==> src/rtl/reg_write_arbiter_if.sv <==
// Write-port bundle between N requesters and the shared register.
// master: requester side (req, lock, wdata); slave: arbiter side (gnt, q, q1, busy, owner, lock_to).
interface reg_write_arbiter_if #(
    parameter int N   = 4,
    parameter int W   = 32,
    parameter int IDW = 2
);
    logic [N-1:0]   req;
    logic [N-1:0]   lock;
    logic [N*W-1:0] wdata;
    logic [N-1:0]   gnt;
    logic [W-1:0]   q;
    logic [W-1:0]   q1;
    logic           busy;
    logic [IDW-1:0] owner;
    logic           lock_to;

    modport master (
        output req, lock, wdata,
        input  gnt, q, q1, busy, owner, lock_to
    );

    modport slave (
        input  req, lock, wdata,
        output gnt, q, q1, busy, owner, lock_to
    );
endinterface

==> src/rtl/reg_write_arbiter.sv <==
// Round-robin write arbiter in front of one W-bit register, with optional
// multi-cycle ownership through lock.
// Ports: clk, reset (sync, active-high), bus (slave modport: req/lock/wdata in;
// gnt/q/q1/busy/owner/lock_to out).
// Macro ARB_LOCK_TIMEOUT_EN: force release after MAX_LOCK LOCKED cycles
// and pulse lock_to; undefined means lock_to is tied 0.
module reg_write_arbiter #(
    parameter int N        = 4,
    parameter int W        = 32,
    parameter int IDW      = 2,
    parameter int MAX_LOCK = 16
) (
    input logic              clk,
    input logic              reset,
    reg_write_arbiter_if.slave bus
);
    if (N < 2 || N > 2**IDW || MAX_LOCK < 1) begin : g_bad_cfg
        $error("reg_write_arbiter: illegal parameter set");
    end

    typedef enum logic {IDLE, LOCKED} state_t;

    state_t         state;
    logic [W-1:0]   word;
    logic [N-1:0]   grant;
    logic           held;
    logic [IDW-1:0] own;
    logic [IDW-1:0] rr_ptr;

`ifdef ARB_LOCK_TIMEOUT_EN
    localparam int CW = (MAX_LOCK > 1) ? $clog2(MAX_LOCK) : 1;
    logic [CW-1:0] lock_cnt;
    logic          to_pulse;
`endif

    logic           found;
    logic [IDW-1:0] win;
    int             idx;

    // First requester at or after rr_ptr, wrapping modulo N.
    always_comb begin
        found = 1'b0;
        win   = '0;
        idx   = 0;
        for (int k = 0; k < N; k++) begin
            idx = int'(rr_ptr) + k;
            if (idx >= N) idx = idx - N;
            if (!found && bus.req[idx]) begin
                found = 1'b1;
                win   = IDW'(idx);
            end
        end
    end

    function automatic logic [IDW-1:0] next_id(input logic [IDW-1:0] id);
        return (int'(id) == N - 1) ? '0 : id + 1'b1;
    endfunction

    always_ff @(posedge clk) begin
        if (reset) begin
            state  <= IDLE;
            word   <= '0;
            grant  <= '0;
            held   <= 1'b0;
            own    <= '0;
            rr_ptr <= '0;
`ifdef ARB_LOCK_TIMEOUT_EN
            lock_cnt <= '0;
            to_pulse <= 1'b0;
`endif
        end else begin
`ifdef ARB_LOCK_TIMEOUT_EN
            to_pulse <= 1'b0;
`endif
            unique case (state)
                IDLE: begin
                    if (found) begin
                        word   <= bus.wdata[int'(win)*W +: W];
                        grant  <= N'(1) << win;
                        own    <= win;
                        rr_ptr <= next_id(win);
                        if (bus.lock[win]) begin
                            state <= LOCKED;
                            held  <= 1'b1;
`ifdef ARB_LOCK_TIMEOUT_EN
                            lock_cnt <= '0;
`endif
                        end
                    end else begin
                        grant <= '0;
                    end
                end
                LOCKED: begin
                    // Only the owner is looked at; others wait for IDLE.
                    if (bus.req[own]) begin
                        word  <= bus.wdata[int'(own)*W +: W];
                        grant <= N'(1) << own;
                    end else begin
                        grant <= '0;
                    end
`ifdef ARB_LOCK_TIMEOUT_EN
                    lock_cnt <= lock_cnt + 1'b1;
`endif
                    if (!bus.lock[own]) begin
                        state  <= IDLE;
                        held   <= 1'b0;
                        rr_ptr <= next_id(own);
                    end
`ifdef ARB_LOCK_TIMEOUT_EN
                    else if (lock_cnt == CW'(MAX_LOCK - 1)) begin
                        state    <= IDLE;
                        held     <= 1'b0;
                        rr_ptr   <= next_id(own);
                        to_pulse <= 1'b1;
                    end
`endif
                end
                default: state <= IDLE;
            endcase
        end
    end

    assign bus.gnt   = grant;
    assign bus.q     = word;
    assign bus.q1    = ~word;
    assign bus.busy  = held;
    assign bus.owner = own;
`ifdef ARB_LOCK_TIMEOUT_EN
    assign bus.lock_to = to_pulse;
`else
    assign bus.lock_to = 1'b0;
`endif
endmodule

==> src/flat_wrapper.sv <==
// flat-port wrapper written by rule: the top's interface ports become plain ports
module reg_write_arbiter_flat 
#(
    parameter int N        = 4,
    parameter int W        = 32,
    parameter int IDW      = 2,
    parameter int MAX_LOCK = 16
)
  (clk, reset, bus_req, bus_lock, bus_wdata, bus_gnt, bus_q, bus_q1, bus_busy, bus_owner, bus_lock_to);
  reg_write_arbiter_if #(.N(N), .W(W), .IDW(IDW)) bus_i ();
  input logic clk;
  input logic reset;
  input wire logic [$bits(bus_i.req)-1:0] bus_req;
  input wire logic [$bits(bus_i.lock)-1:0] bus_lock;
  input wire logic [$bits(bus_i.wdata)-1:0] bus_wdata;
  output wire logic [$bits(bus_i.gnt)-1:0] bus_gnt;
  output wire logic [$bits(bus_i.q)-1:0] bus_q;
  output wire logic [$bits(bus_i.q1)-1:0] bus_q1;
  output wire logic [$bits(bus_i.busy)-1:0] bus_busy;
  output wire logic [$bits(bus_i.owner)-1:0] bus_owner;
  output wire logic [$bits(bus_i.lock_to)-1:0] bus_lock_to;
  assign bus_i.req = bus_req;
  assign bus_i.lock = bus_lock;
  assign bus_i.wdata = bus_wdata;
  assign bus_gnt = bus_i.gnt;
  assign bus_q = bus_i.q;
  assign bus_q1 = bus_i.q1;
  assign bus_busy = bus_i.busy;
  assign bus_owner = bus_i.owner;
  assign bus_lock_to = bus_i.lock_to;
  reg_write_arbiter #(.N(N), .W(W), .IDW(IDW), .MAX_LOCK(MAX_LOCK)) u_core (.clk(clk), .reset(reset), .bus(bus_i));
endmodule
==> config.mk <==
export PLATFORM = sky130hd
export DESIGN_NAME = reg_write_arbiter_flat
export DESIGN_NICKNAME = d
export VERILOG_FILES = /design/src/rtl/reg_write_arbiter_if.sv /design/src/rtl/reg_write_arbiter.sv /design/src/flat_wrapper.sv
export SDC_FILE = /design/constraint.sdc
export NUM_CORES = 1
export LEC_CHECK = 0
export ABC_AREA = 1
export BUFFER_PORTS_ARGS = -buffer_cell sky130_fd_sc_hd__buf_4
export CORE_MARGIN = 2
export CORE_UTILIZATION = 51
export CTS_BUF_LIST = sky130_fd_sc_hd__clkbuf_4 sky130_fd_sc_hd__clkbuf_8
export CTS_CLUSTER_SIZE = 16
export DETAILED_ROUTE_END_ITERATION = 16
export GPL_TIMING_DRIVEN = 0
export PLACE_DENSITY = 0.95
export SYNTH_ARGS = -nofsm -noshare
export SYNTH_HDL_FRONTEND = slang
export SYNTH_SLANG_ARGS = --single-unit
==> constraint.sdc <==
create_clock -name clk -period 4.1 [get_ports clk]
set_clock_uncertainty 0.2 [all_clocks]
set_input_delay 0.205 -clock clk [delete_from_list [all_inputs] [get_ports clk]]
set_output_delay 0.205 -clock clk [all_outputs]
set_load 0.01 [all_outputs]
==> run summary <==
Status = completed
Htree depth = 2
Crit end category = flop
Syn Std Cell Area = 0.00400 sq mm
Crit path launch type = flop
Synth cell types = 26
DRT Wirelength = 13.2 mm
CP Max Fanout = 10
Cell mode on critical path = nand2_1
Area of the multi-input gates = 0.00220 sq mm
Drt initial violations = 297
Vias = 5153
Total congestion overflow = 0
GRT Util Overall = 0.302
Hold Path Class = in2reg
Seq/Total Area, Yosys = 0.210
Post-DRT Antenna Nets = 0
Post-DP HPWL = 10.2 mm
Die width = 92.5 um
Minimum clock period = 2.54 ns
Post-route setup slack = 1.56 ns
Worst path required time = 4.14 ns
Cts bufs inserted = 5
Worst-Margin Slew = 0.704 ns
Worst vdd ir = 407 uV
Clk buf depth = 2
Crit-path max cell delay = 0.59 ns
Cell Area, Placed = 0.00569 sq mm
Syn Inst Count = 711
Hold slack = 0.110 ns
Family with the most delay on the worst path = buffers and inverters
Pwr per Cell Area = 798 mW/mm^2
#FFs+latches synth = 42
Area growth from synthesis to layout = 44.5%
Post_cts resized = 0
Die Area = 0.00856 sq mm
CTS tree = built
Flop-to-flop setup slack = 1.56 ns
Largest area contributor in the netlist = nand3_1
Slew headroom = 0.531
Ratio of final minimum period to clock period = 0.619
Crit path buf inv count = 5
Arr. time, crit path = 2.58 ns
LEAKAGE = 3.59 nW
Max Fclk = 0.394 GHz
RSZ-0062 raised after global routing = false
Placer Congestion = 0.892
Wire length of the first global-routing pass = 21.3 mm
Syn nets = 857
Core ar. = 0.00765 sq mm
Fin nets = 1073
Ports = 210
CTS sink count = 42
Die height = 92.5 um
Setup slack at placement = 1.58 ns
Final Max Tran Viols = 0
Post-layout util = 0.755
Share of cells above drive strength 1 = 0.326
WL/cell = 12.8 um
Setup tns final = 0 ns
Core Rows = 32
Fillers = 648
Vias per std cell = 5.01
Largest net degree at the start of global routing = 13
Critical path cell sequence = buf_2 -> inv_1 -> nand2_1 -> clkbuf_1 -> buf_1 -> nand3_2 -> nand2_1 -> nand2_1 -> nand3_1 -> nand2_1 -> inv_1
Slowest CP cell = buf_1
# diodes = 0
Storage cell area = 841 sq um
Synthesized area per cell = 5.62 sq um
Clock-pin slew on the worst setup and hold paths = 0.08 ns
Residual DRC = 0
Starting Density = 0.523
YS warnings = 0
Synth top area share = 0.245
Crit path kind = reg2reg
Clock root buffer = clkbuf_8
Final setup viols = 0
Final Hold Viols = 0
Synth area leaders = nand3_1, dfxtp_1, nand2_1
Final Cell Area = 0.00577 sq mm
Initial antenna violation count = 0
Buffers on Ports = 208
Vias in the first global route = 4691
# Max-Cap Violations = 0
Detailed Routing Iterations Pass 1 = 5
Clk_lat worst skew = 0.29 ns
==> routing by layer <==
| metal | share of wire | vias up | global-route usage |
|---|---|---|---|
| li1 | - | 2622 | - |
| met2 | 0.49 | 237 | 0.529 |
| met4 | 0.019 | 0 | 0.0808 |
| met3 | 0.087 | 23 | 0.0472 |
| met5 | 0 | - | 0 |
| met1 | 0.40 | 2271 | 0.386 |
==> synth_stat cells <==
cell and count:
nand3_1 196, nand2_1 151, inv_1 148, dfxtp_1 42
inv_2 32, o21ai_0 22, o21ai_1 20, nand3_2 18
clkbuf_1 14, buf_2 12, a21oi_1 9, buf_6 8
ha_1 8, nand2_2 7, buf_1 6, buf_4 6
nor2_1 3, a211oi_1 1, a31oi_1 1, clkinv_1 1
conb_1 1, inv_6 1, nand3_4 1, nand4_1 1
nor2_2 1, nor2_4 1
==> where the power goes <==
group / leakage (nW) / internal (W) / switching (W)
logic: 3.20 / 0.00145 / 0.00218
clock network: 0.0438 / 0.000115 / 0.000146
registers: 0.349 / 0.000581 / 0.000138
total: 3.59 / 0.00214 / 0.00247
==> layout make-up <==
class | instances | area share
Sequential cell | 42 | 0.146
Multi-Input combinational cell | 441 | 0.380
Clock buffer | 5 | 0.0119
Buffer | 46 | 0.0468
Clock inverter | 2 | 0.00173
Timing Repair Buffer | 209 | 0.272
Tap cell | 102 | 0.0221
Inverter | 182 | 0.119
==> flip-flops by register name, summed over array words and instances, names as in the netlist <==
name              cells
u_core.bus.q         32
u_core.rr_ptr         2
u_core.bus.busy       1
u_core.bus.gnt        4
u_core.bus.owner      2
u_core.state          1
==> worst reg2reg max path, cell delays in order, from the launching register on <==
cell and delay (ns):
dfxtp_1 0.40, buf_2 0.22, inv_1 0.12, nand2_1 0.11, clkbuf_1 0.38, buf_1 0.60, nand3_2 0.13, nand2_1 0.11
nand2_1 0.06, nand3_1 0.08, nand2_1 0.06, inv_1 0.04
==> cell usage in the layout, fill, tap and decap left out <==
| cell | n |
|---|---|
| a211oi_1 | 1 |
| a21oi_1 | 9 |
| a31oi_1 | 1 |
| buf_1 | 6 |
| buf_2 | 12 |
| buf_4 | 214 |
| buf_6 | 8 |
| clkbuf_1 | 14 |
| clkbuf_8 | 5 |
| clkinv_1 | 1 |
| clkinv_2 | 2 |
| conb_1 | 1 |
| dfxtp_1 | 42 |
| dlygate4sd3_1 | 1 |
| ha_1 | 8 |
| inv_1 | 148 |
| inv_2 | 32 |
| inv_6 | 1 |
| nand2_1 | 151 |
| nand2_2 | 7 |
| nand3_1 | 196 |
| nand3_2 | 18 |
| nand3_4 | 1 |
| nand4_1 | 1 |
| nor2_1 | 3 |
| nor2_2 | 1 |
| nor2_4 | 1 |
| o21ai_0 | 22 |
| o21ai_1 | 20 |
==> cells by family (layout without fill, tap and decap cells) <==
| kind of cell | count (synthesis) | after routing | synth area share |
|---|---|---|---|
| simple gates | 379 | 379 | 0.456 |
| other cells | 1 | 1 | 0.000938 |
| buf+inv | 228 | 444 | 0.240 |
| fa+ha+maj | 8 | 8 | 0.0250 |
| compound gates | 53 | 53 | 0.0673 |
| flops | 42 | 42 | 0.210 |
==> metrics by stage <==
| stage | total power, W | instances |
|---|---|---|
| detailed placement | 0.00432 | 1021 |
| finish | 0.00461 | 1029 |
| global placement | 0.00425 | 1021 |
| global route | 0.00509 | 1029 |
| CTS | 0.00459 | 1029 |
| floorplan | 0.00320 | 711 |
==> final timing paths <==
check                                                       from                            end  cells after the start
worst min register to register      u_core.bus.busy$_SDFFE_PP0P_   u_core.bus.busy$_SDFFE_PP0P_                      4
worst min-delay path                               bus_wdata[40]   u_core.bus.q[8]$_SDFFE_PP0P_                      7
worst max-delay path            u_core.bus.owner[0]$_SDFFE_PP0P_  u_core.bus.q[31]$_SDFFE_PP0P_                     11
worst max register to register  u_core.bus.owner[0]$_SDFFE_PP0P_  u_core.bus.q[31]$_SDFFE_PP0P_                     11
==> repair_timing <==
| item | CTS | global route |
|---|---|---|
| setup buffers | 0 | 0 |
| hold buffers | 1 | 0 |
| hold endpoints to repair | 6 | 0 |
Note: power is estimated with default switching activity, not from simulation.
